`src/rtl/maxpool_stream.sv`:
```
// Streaming 1-D max-pool: reduces each window of POOL signed samples to its
// maximum and queues the results in a 2-entry output FIFO. Frames of LENY
// samples may end with a partial window, and a frame's last result carries
// a tag that raises frame_done for one cycle after it is popped.
module maxpool_stream #(
  parameter int WIDTH = 8,
  parameter int LENY  = 5,
  parameter int POOL  = 2
) (
  input  logic                    clk,
  input  logic                    reset,
  input  logic signed [WIDTH-1:0] s_data_y,
  input  logic                    s_valid_y,
  output logic                    s_ready_y,
  output logic signed [WIDTH-1:0] m_data_z,
  output logic                    m_valid_z,
  input  logic                    m_ready_z,
  output logic                    frame_done
);

  // Counter widths never collapse to zero bits, so POOL=1 or LENY=1 still
  // gives legal vectors.
  localparam int WW = (POOL > 1) ? $clog2(POOL) : 1;
  localparam int EW = (LENY > 1) ? $clog2(LENY) : 1;
  localparam logic [WW-1:0] WIN_LAST  = WW'(POOL - 1);
  localparam logic [EW-1:0] ELEM_LAST = EW'(LENY - 1);

  logic [WW-1:0]             win_cnt_q, win_cnt_d;
  logic [EW-1:0]             elem_cnt_q, elem_cnt_d;
  logic signed [WIDTH-1:0]   max_q, max_d;
  logic [1:0][WIDTH-1:0]     mem_q, mem_d;
  logic [1:0]                last_q, last_d;
  logic                      wr_ptr_q, wr_ptr_d;
  logic                      rd_ptr_q, rd_ptr_d;
  logic [1:0]                count_q, count_d;
  logic                      frame_done_q, frame_done_d;

  logic                      accept_s;
  logic                      pop_s;
  logic                      push_s;
  logic                      close_s;
  logic                      frame_end_s;
  logic signed [WIDTH-1:0]   cand_s;

  // Handshake outputs come straight from FIFO state. Ready is also held low
  // while reset is applied, but never looks at m_ready_z.
  assign s_ready_y  = (~reset) & (count_q < 2'd2);
  assign m_valid_z  = (count_q != 2'd0);
  assign m_data_z   = $signed(mem_q[rd_ptr_q]);
  assign frame_done = frame_done_q;

  // Window maximum including the current sample; a fresh window starts from
  // the sample itself, and ties keep the value already held.
  always_comb begin
    cand_s = max_q;
    if (win_cnt_q == {WW{1'b0}}) begin
      cand_s = s_data_y;
    end else if (s_data_y > max_q) begin
      cand_s = s_data_y;
    end else begin
      cand_s = max_q;
    end
  end

  // Next-state for window/frame counters, running max and the output FIFO.
  always_comb begin
    accept_s     = s_valid_y & s_ready_y;
    pop_s        = m_valid_z & m_ready_z;
    frame_end_s  = (elem_cnt_q == ELEM_LAST);
    close_s      = (win_cnt_q == WIN_LAST) | frame_end_s;
    push_s       = accept_s & close_s;

    win_cnt_d    = win_cnt_q;
    elem_cnt_d   = elem_cnt_q;
    max_d        = max_q;
    mem_d        = mem_q;
    last_d       = last_q;
    wr_ptr_d     = wr_ptr_q;
    rd_ptr_d     = rd_ptr_q;
    count_d      = count_q;
    frame_done_d = 1'b0;

    if (accept_s) begin
      max_d = cand_s;
      if (frame_end_s) begin
        // A new frame always opens a fresh window.
        elem_cnt_d = {EW{1'b0}};
        win_cnt_d  = {WW{1'b0}};
      end else begin
        elem_cnt_d = elem_cnt_q + EW'(1'b1);
        if (win_cnt_q == WIN_LAST) begin
          win_cnt_d = {WW{1'b0}};
        end else begin
          win_cnt_d = win_cnt_q + WW'(1'b1);
        end
      end
    end else begin
      max_d = max_q;
    end

    if (push_s) begin
      mem_d[wr_ptr_q]  = cand_s;
      last_d[wr_ptr_q] = frame_end_s;
      wr_ptr_d         = ~wr_ptr_q;
    end else begin
      wr_ptr_d = wr_ptr_q;
    end

    if (pop_s) begin
      rd_ptr_d     = ~rd_ptr_q;
      frame_done_d = last_q[rd_ptr_q];
    end else begin
      rd_ptr_d     = rd_ptr_q;
      frame_done_d = 1'b0;
    end

    case ({push_s, pop_s})
      2'b10:   count_d = count_q + 2'd1;
      2'b01:   count_d = count_q - 2'd1;
      default: count_d = count_q;
    endcase
  end

  // State register with synchronous reset that drops any partial window and
  // any queued results.
  always_ff @(posedge clk) begin
    if (reset) begin
      win_cnt_q    <= {WW{1'b0}};
      elem_cnt_q   <= {EW{1'b0}};
      max_q        <= {WIDTH{1'b0}};
      mem_q        <= {(2*WIDTH){1'b0}};
      last_q       <= 2'b00;
      wr_ptr_q     <= 1'b0;
      rd_ptr_q     <= 1'b0;
      count_q      <= 2'd0;
      frame_done_q <= 1'b0;
    end else begin
      win_cnt_q    <= win_cnt_d;
      elem_cnt_q   <= elem_cnt_d;
      max_q        <= max_d;
      mem_q        <= mem_d;
      last_q       <= last_d;
      wr_ptr_q     <= wr_ptr_d;
      rd_ptr_q     <= rd_ptr_d;
      count_q      <= count_d;
      frame_done_q <= frame_done_d;
    end
  end

endmodule
```
`config.mk`:
```
export PLATFORM = sky130hd
export DESIGN_NAME = maxpool_stream
export DESIGN_NICKNAME = d
export VERILOG_FILES = /design/src/rtl/maxpool_stream.sv
export SDC_FILE = /design/constraint.sdc
export NUM_CORES = 1
export LEC_CHECK = 0
export ABC_CLOCK_PERIOD_IN_PS = 2550
export CAP_MARGIN = 20
export CORE_UTILIZATION = 55
export DETAILED_ROUTE_END_ITERATION = 8
export PLACE_DENSITY = 0.79
export REMOVE_ABC_BUFFERS = 1
export SKIP_LAST_GASP = 1
export SYNTH_ARGS = -nofsm -noshare
export SYNTH_HDL_FRONTEND = slang
export SYNTH_SLANG_ARGS = --single-unit
export TNS_END_PERCENT = 20
```
`constraint.sdc`:
```
create_clock -name clk -period 2.55 [get_ports clk]
set_clock_uncertainty 0.15 [all_clocks]
set_input_delay 0.51 -clock clk [delete_from_list [all_inputs] [get_ports clk]]
set_output_delay 0.51 -clock clk [all_outputs]
set_load 0.05 [all_outputs]
```
==> metrics.txt, run 1 <==
Final Wtd Congestion=0.762; Worst R2R Start=max_q[5]; initial antenna violation count=0; Avg Inst Size Synth=~8.7 um^2; Root Driver=clkbuf_4; crit path DAT=2.70 ns; Lkg Pwr=0.00102 uW; Pwr Density=a little under 500 mW/mm^2; Core Rows=21; antenna-violating nets left=0; critical path endpoint category=register; DRC Markers=0; cell breakdown of the critical path=clkdlybuf4s50_1 > ha_1 > nand4_1 > a221o_1 > o21ai_4 > nor2b_4 > mux2i_1; vias per std cell=5.50; worst vdd ir=around 0.30 mV; n_diodes=0; area of the multi-input gates=0.00122 mm^2; Period Utilization, post-route=1.01; crit path time final=about 2.6 ns; initial core utilization=0.582; ys async rst share=0; Post-synth EDFFs=0; WHS Path Cells=2; Synth area leaders=dfxtp_1 (36%), ha_1 (7.0%), a2111oi_2 (6.1%), nand2b_1 (6.1%), nor2_1 (5.9%); WS Path Type=in -> reg; worst skew pair latency=roughly 0.35 ns; I/O Pins=23; grt ovf=0; Die Height=~62 um; Register Area=approximately 700 um^2; post-synthesis instance total=224; WL final=roughly 4700 um; vias in the first global route=approximately 1500; most common cell in the netlist=dfxtp_1; max incr delay on CP=between 0.4 and 0.5 ns; NumNets Final=approximately 300; fin worst setup slack=-0.0238 ns; WP data required=2.68 ns; failing checks=negative setup slack; PortBufs=22; Achievable Freq=around 390 MHz; detailed router's first-iteration violation count=roughly 120; final hold slack=0.331 ns; total power=1270 uW; part of the Yosys area used for sequential elements=0.358; via count=between 1500 and 2000; unrepaired setup endpoints after global routing=yes; Hold Startpoint=mem_q[15]; final slew viol count=0; Hold EP=mem_q[15]; most frequent cells after synthesis=dfxtp_1 (35), nor2_1 (31), nand2_1 (19), nand2b_1 (19), inv_1 (14); CTS clk-pin slew, worst paths=around 0.1 ns; startpoint class of the critical path=input port; TNS Setup=-0.105 ns; Top FF cell, synth=dfxtp_1; Bufs on Longest Clock Path=2; first-pass GRT wire length=approximately 6500 um; Hold Vio Cnt, Final=0; Slew headroom=0.672; worst min path class=reg -> reg; max-cap violations=0; Crit-path slowest cell=clkdlybuf4s50_1; die area=approximately 0.0038 mm^2; H-Tree Level Count=2; # hold bufs at CTS=0; largest net degree at the start of global routing=38; Synth Cell Area=0.00196 mm^2; Synth Register Bits=35; Total GRT Usage=0.244; CORE AREA=around 0.0034 mm^2; CTS tree=yes; outcome=complete, but fails checks; Area Growth Syn to Fin=31.9%; Synth Warn #=0; Synth cell types=33; Filler cells=245; hpwl dp=a little under 3000 um; # clock sinks=35; cell taking the most area after synthesis=dfxtp_1; crit-path max FO=8; post-synth top area share=0.358; DIE WIDTH=61.7 um; worst-margin pin slew=a little under 0.5 ns; DRT Pass-1 Iters=4; share of cells above drive strength 1=0.281; RR Endpoint=mem_q[8]; WL/cell=around 15 um; Worst Reg-to-Reg Cells=10; setup violators final=8; R2R setup slack=0.08 ns; total CTS buffers=5
## registers in the layout, indices dropped and copies added, names as in the netlist
register	cells
mem_q	16
max_q	8
elem_cnt_q	3
count_q	2
last_q	2
frame_done	1
rd_ptr_q	1
win_cnt_q	1
wr_ptr_q	1
## through the flow
step	setup WS [ns]	instance area, um^2	util	std cells
2_1_floorplan	-0.716	1870	-	211
3_3_place_gp	-0.574	2340	0.695	305
3_5_place_dp	-0.626	2340	0.695	305
4_1_cts	-0.156	2410	0.716	313
5_1_grt	-0.0480	2580	0.767	316
6_report	-0.0238	2580	0.767	316
## cell usage in the layout (no fill, tap or decap), types with 2 or more instances in the layout
cell,instances
ha_1,11
nor2_1,31
clkbuf_8,2
dfxtp_1,35
a21oi_1,9
clkdlybuf4s50_1,12
clkbuf_4,5
buf_4,34
buf_12,2
nand4_1,2
a2111oi_2,6
nor3_1,2
o211ai_1,9
nand2_1,19
clkbuf_16,2
nor3_2,5
o21ai_0,3
nand3_1,9
a2111oi_4,3
mux2i_1,9
mux2_2,8
xor2_1,2
inv_1,14
nand2b_1,19
nor3_4,3
## critical path, delay by kind of cell
| family | cells | cell delay, ns |
|---|---|---|
| compound gates | 2 | 0.63 |
| fa+ha+maj | 1 | 0.36 |
| mux | 1 | 0.22 |
| simple gates | 2 | 0.54 |
| buf+inv | 1 | 0.43 |
## final cells by class
class,instances,area share
Clock buffer,8,0.0267
Inverter,14,0.0204
Multi-Input combinational cell,162,0.474
Sequential cell,35,0.271
Tap cell,46,0.0223
Timing Repair Buffer,51,0.185
## repair_timing
action	in CTS	in global routing
hold endpoints to repair	0	0
cloned	0	2
setup endpoints to repair	16	24
resized for setup	1	21
setup buffers	0	1
pin swaps	0	2
## worst max path at each step
| stage | end | slack, ns | from |
|---|---|---|---|
| global route | mem_q[12] | -0.05 | s_data_y[4] |
| detailed placement | max_q[3] | -0.63 | s_data_y[5] |
| finish | max_q[6] | -0.02 | s_data_y[6] |
| global placement | max_q[1] | -0.57 | s_data_y[5] |
| CTS | mem_q[7] | -0.16 | s_data_y[5] |
| floorplan | max_q[0] | -0.72 | s_data_y[5] |
## power by group
| part | internal (uW) | leakage, uW | total, uW | switching (uW) |
|---|---|---|---|---|
| clock network | 162 | 0.0000386 | 346 | 184 |
| logic | 151 | 0.000695 | 328 | 178 |
| registers | 572 | 0.000285 | 594 | 22.6 |
| total | 884 | 0.00102 | 1270 | 384 |
## cell families after synthesis
family | Yosys count | share of synthesized area
xor+xnor | 3 | 0.0134
buf+inv | 27 | 0.0697
simple gates | 98 | 0.242
mux | 17 | 0.0921
flops | 35 | 0.358
compound gates | 33 | 0.154
fa+ha+maj | 11 | 0.0703
## layer usage
| metal | GRT usage | vias to the layer above | share of wire | routed length (um) |
|---|---|---|---|---|
| met3 | 0.0693 | 7 | 0.040 | 192 |
| met2 | 0.404 | 42 | 0.50 | 2400 |
| li1 | - | 868 | - | - |
| met5 | 0 | - | 0 | 0 |
| met4 | 0.0921 | 0 | 0.015 | 73 |
| met1 | 0.299 | 821 | 0.44 | 2080 |
(Power assumes the default switching activity.)
==> inputs of run 2 (changes only) <==
--- a/config.mk
+++ b/config.mk
@@ -5,11 +5,12 @@
 export SDC_FILE = /design/constraint.sdc
 export NUM_CORES = 1
 export LEC_CHECK = 0
+export ABC_AREA = 1
 export ABC_CLOCK_PERIOD_IN_PS = 2550
 export CAP_MARGIN = 20
 export CORE_UTILIZATION = 55
 export DETAILED_ROUTE_END_ITERATION = 8
-export PLACE_DENSITY = 0.79
+export PLACE_DENSITY = 0.76
 export REMOVE_ABC_BUFFERS = 1
 export SKIP_LAST_GASP = 1
 export SYNTH_ARGS = -nofsm -noshare
==> metrics.txt, run 2 <==
Post CTS Setup Buffer Count=0; Worst Reg-to-Reg Cells=10; met2 GRT Util=0.364; Achievable Freq=between 400 and 500 MHz; I/O Pins=23; initial core utilization=0.599; met3 Use GR=0.0512; Synth Area in Compound Gates=0.127; final non-filler cell total=350; Synth Warn #=0; NumNets Final=approximately 330; share of cells above drive strength 1=0.150; post-synthesis instance total=roughly 270; first-pass GRT wire length=roughly 6700 um; grt ovf=0; CTS tree=yes; detailed router's first-iteration violation count=93; crit-path max FO=4; DRT Pass-1 Iters=4; R2R setup slack=~0.45 ns; area of the multi-input gates=958 um^2; hpwl dp=approximately 2800 um; Total GRT Usage=0.244; Root Driver=clkbuf_4; crit path DAT=around 1.7 ns; proportion of synthesized area in mux cells=0; vias in the first global route=~1500; worst-margin pin slew=between 0.5 and 0.6 ns; Area after DPL=between 0.002 and 0.0025 mm^2; initial antenna violation count=0; dpl cells=around 340; WHS Path Cells=2; Top FF cell, synth=dfxtp_1; most frequent cells in the layout=nand2_1 (66), inv_1 (50), dfxtp_1 (35), nand3_1 (33), o21ai_0 (21); # clock sinks=35; Worst R2R Start=elem_cnt_q[0]; Register Area=701 um^2; most common cell in the netlist=nand2_1; Simple-Gate Fraction of Synth Area=0.300; Pwr Density=approximately 550 mW/mm^2; Final Wtd Congestion=just over 0.8; PortBufs=22; antenna-violating nets left=0; WL/cell=between 10 and 15 um; cell breakdown of the critical path=or2_2 > clkdlybuf4s50_1; total power=approximately 1300 uW; max reg flops=16; Largest regs=mem_q x16, max_q x8, elem_cnt_q x3; global route hottest layer=met2; total CTS buffers=5; Top reg by flops=mem_q; CTS resizes=0; WP data required=1.89 ns; setup violators final=0; fin worst setup slack=roughly 0.18 ns; largest net degree at the start of global routing=23; Slew headroom=0.648; via count=about 1700; Filler cells=272; most frequent cells after synthesis=nand2_1 (66), inv_1 (50), dfxtp_1 (35); Synth cell types=28; WL final=3750 um; Die Height=around 61 um; CTS clk-pin slew, worst paths=roughly 0.11 ns; worst min path class=reg -> reg; die area=0.00370 mm^2; ys async rst share=0; Largest delay share family, worst path=buffers and inverters; critical path endpoint category=output pin; Hold EP=mem_q[10]; unrepaired setup endpoints after global routing=no; final instance area=approximately 0.0023 mm^2; Crit path buffers/inverters=1; worst skew pair latency=approximately 0.34 ns; worst vdd ir=between 0.2 and 0.3 mV; Lkg Pwr=about 0.0012 uW; Period Utilization, post-route=0.928; outcome=complete, no violations; crit path time final=2.37 ns; final slew viol count=0; post-synth top area share=0.368; pre-CTS WS=roughly 0.037 ns; Synth Area in XOR/XNOR=0.00460; Synth Register Bits=35; Hold Startpoint=mem_q[10]; Hold Vio Cnt, Final=0; global routing usage on met1=0.352; RR Endpoint=count_q[1]; adder-cell area share of the yosys netlist=0.0723; n_diodes=0; startpoint class of the critical path=register; Post-synth EDFFs=0; Bufs on Longest Clock Path=2; CORE AREA=approximately 0.0032 mm^2; largest family of logic cells by synthesized area=simple AND/OR/NAND/NOR gates; DIE WIDTH=approximately 61 um; Crit-path slowest cell=clkdlybuf4s50_1; final core occ=0.722; most common cell after layout, fill and taps aside=nand2_1; max incr delay on CP=about 0.70 ns; vias per std cell=roughly 4.9; DRC Markers=0; # hold bufs at CTS=0; part of the Yosys area used for sequential elements=0.368; Avg Inst Size Synth=around 7 um^2; Synth area leaders=dfxtp_1 (37%), nand2_1 (13%), inv_1 (9.9%), nand3_1 (8.7%), ha_1 (7.2%); Area Growth Syn to Fin=20.6%; cell taking the most area after synthesis=dfxtp_1; Core Rows=20; Synth Cell Area=between 0.0015 and 0.002 mm^2; max-cap violations=0; WS Path Type=reg -> out; H-Tree Level Count=2
[run 2: cell types whose count changed after synthesis, moves of 10 or more]
cell	change
inv_1	+36
nand2_1	+47
nand2b_1	-19
nand3_1	+24
nor2_1	-24
nor3_1	-10
o21ai_0	+18
[run 2: routing by layer]
metal  wire [um]  share of wire
met3         176          0.047
met1        1970           0.53
met2        1570           0.42
met4          27         0.0072
met5           0              0
[run 2: worst max path at each step]
| stage | from | endpoint | slack, ns | cells after the start |
|---|---|---|---|---|
| after global routing | count_q[0] | m_valid_z | 0.13 | 2 |
| final | count_q[0] | m_valid_z | 0.18 | 2 |
| after global placement | s_data_y[5] | max_q[6] | 0.06 | 14 |
| after floorplan | reset | count_q[1] | -0.01 | 9 |
| after CTS | count_q[0] | m_valid_z | 0.17 | 2 |
| after detailed placement | s_data_y[1] | max_q[5] | 0.04 | 14 |
[run 2: cell families after synthesis]
family	count (synthesis)
compound gates	43
xor+xnor	1
fa+ha+maj	11
buf+inv	61
flops	35
simple gates	122
[run 2: cell type report]
| cell class | instances | area share |
|---|---|---|
| well taps | 44 | 0.0240 |
| clock buffers | 6 | 0.0223 |
| flip-flops and latches | 35 | 0.305 |
| clock inverters | 2 | 0.0153 |
| inverters | 52 | 0.0850 |
| repair buffers | 34 | 0.131 |
| multi-input cells | 177 | 0.417 |
[run 2: power by group]
group / internal, uW / leakage, uW / switching, uW / total, uW
Sequential: 572 / 0.000286 / 23.1 / 595
Clock: 232 / 0.0000482 / 188 / 420
Combinational: 102 / 0.000876 / 151 / 253
Total: 906 / 0.00121 / 363 / 1270
[run 2: through the flow]
step / hold WS [ns] / setup TNS, ns
2_1_floorplan: 0.292 / -0.0102
3_3_place_gp: 0.308 / 0
3_5_place_dp: 0.310 / 0
4_1_cts: 0.328 / 0
5_1_grt: 0.350 / 0
6_report: 0.326 / 0
[run 2: worst register-to-register path: stages (launching register included)]
cell and delay (ns):
dfxtp_1 0.38, inv_1 0.06, ha_1 0.21, nand2_1 0.12, inv_1 0.09, o21ai_4 0.26
ha_1 0.31, a21oi_1 0.12, o21a_1 0.14, o21ai_0 0.07, a21oi_1 0.13
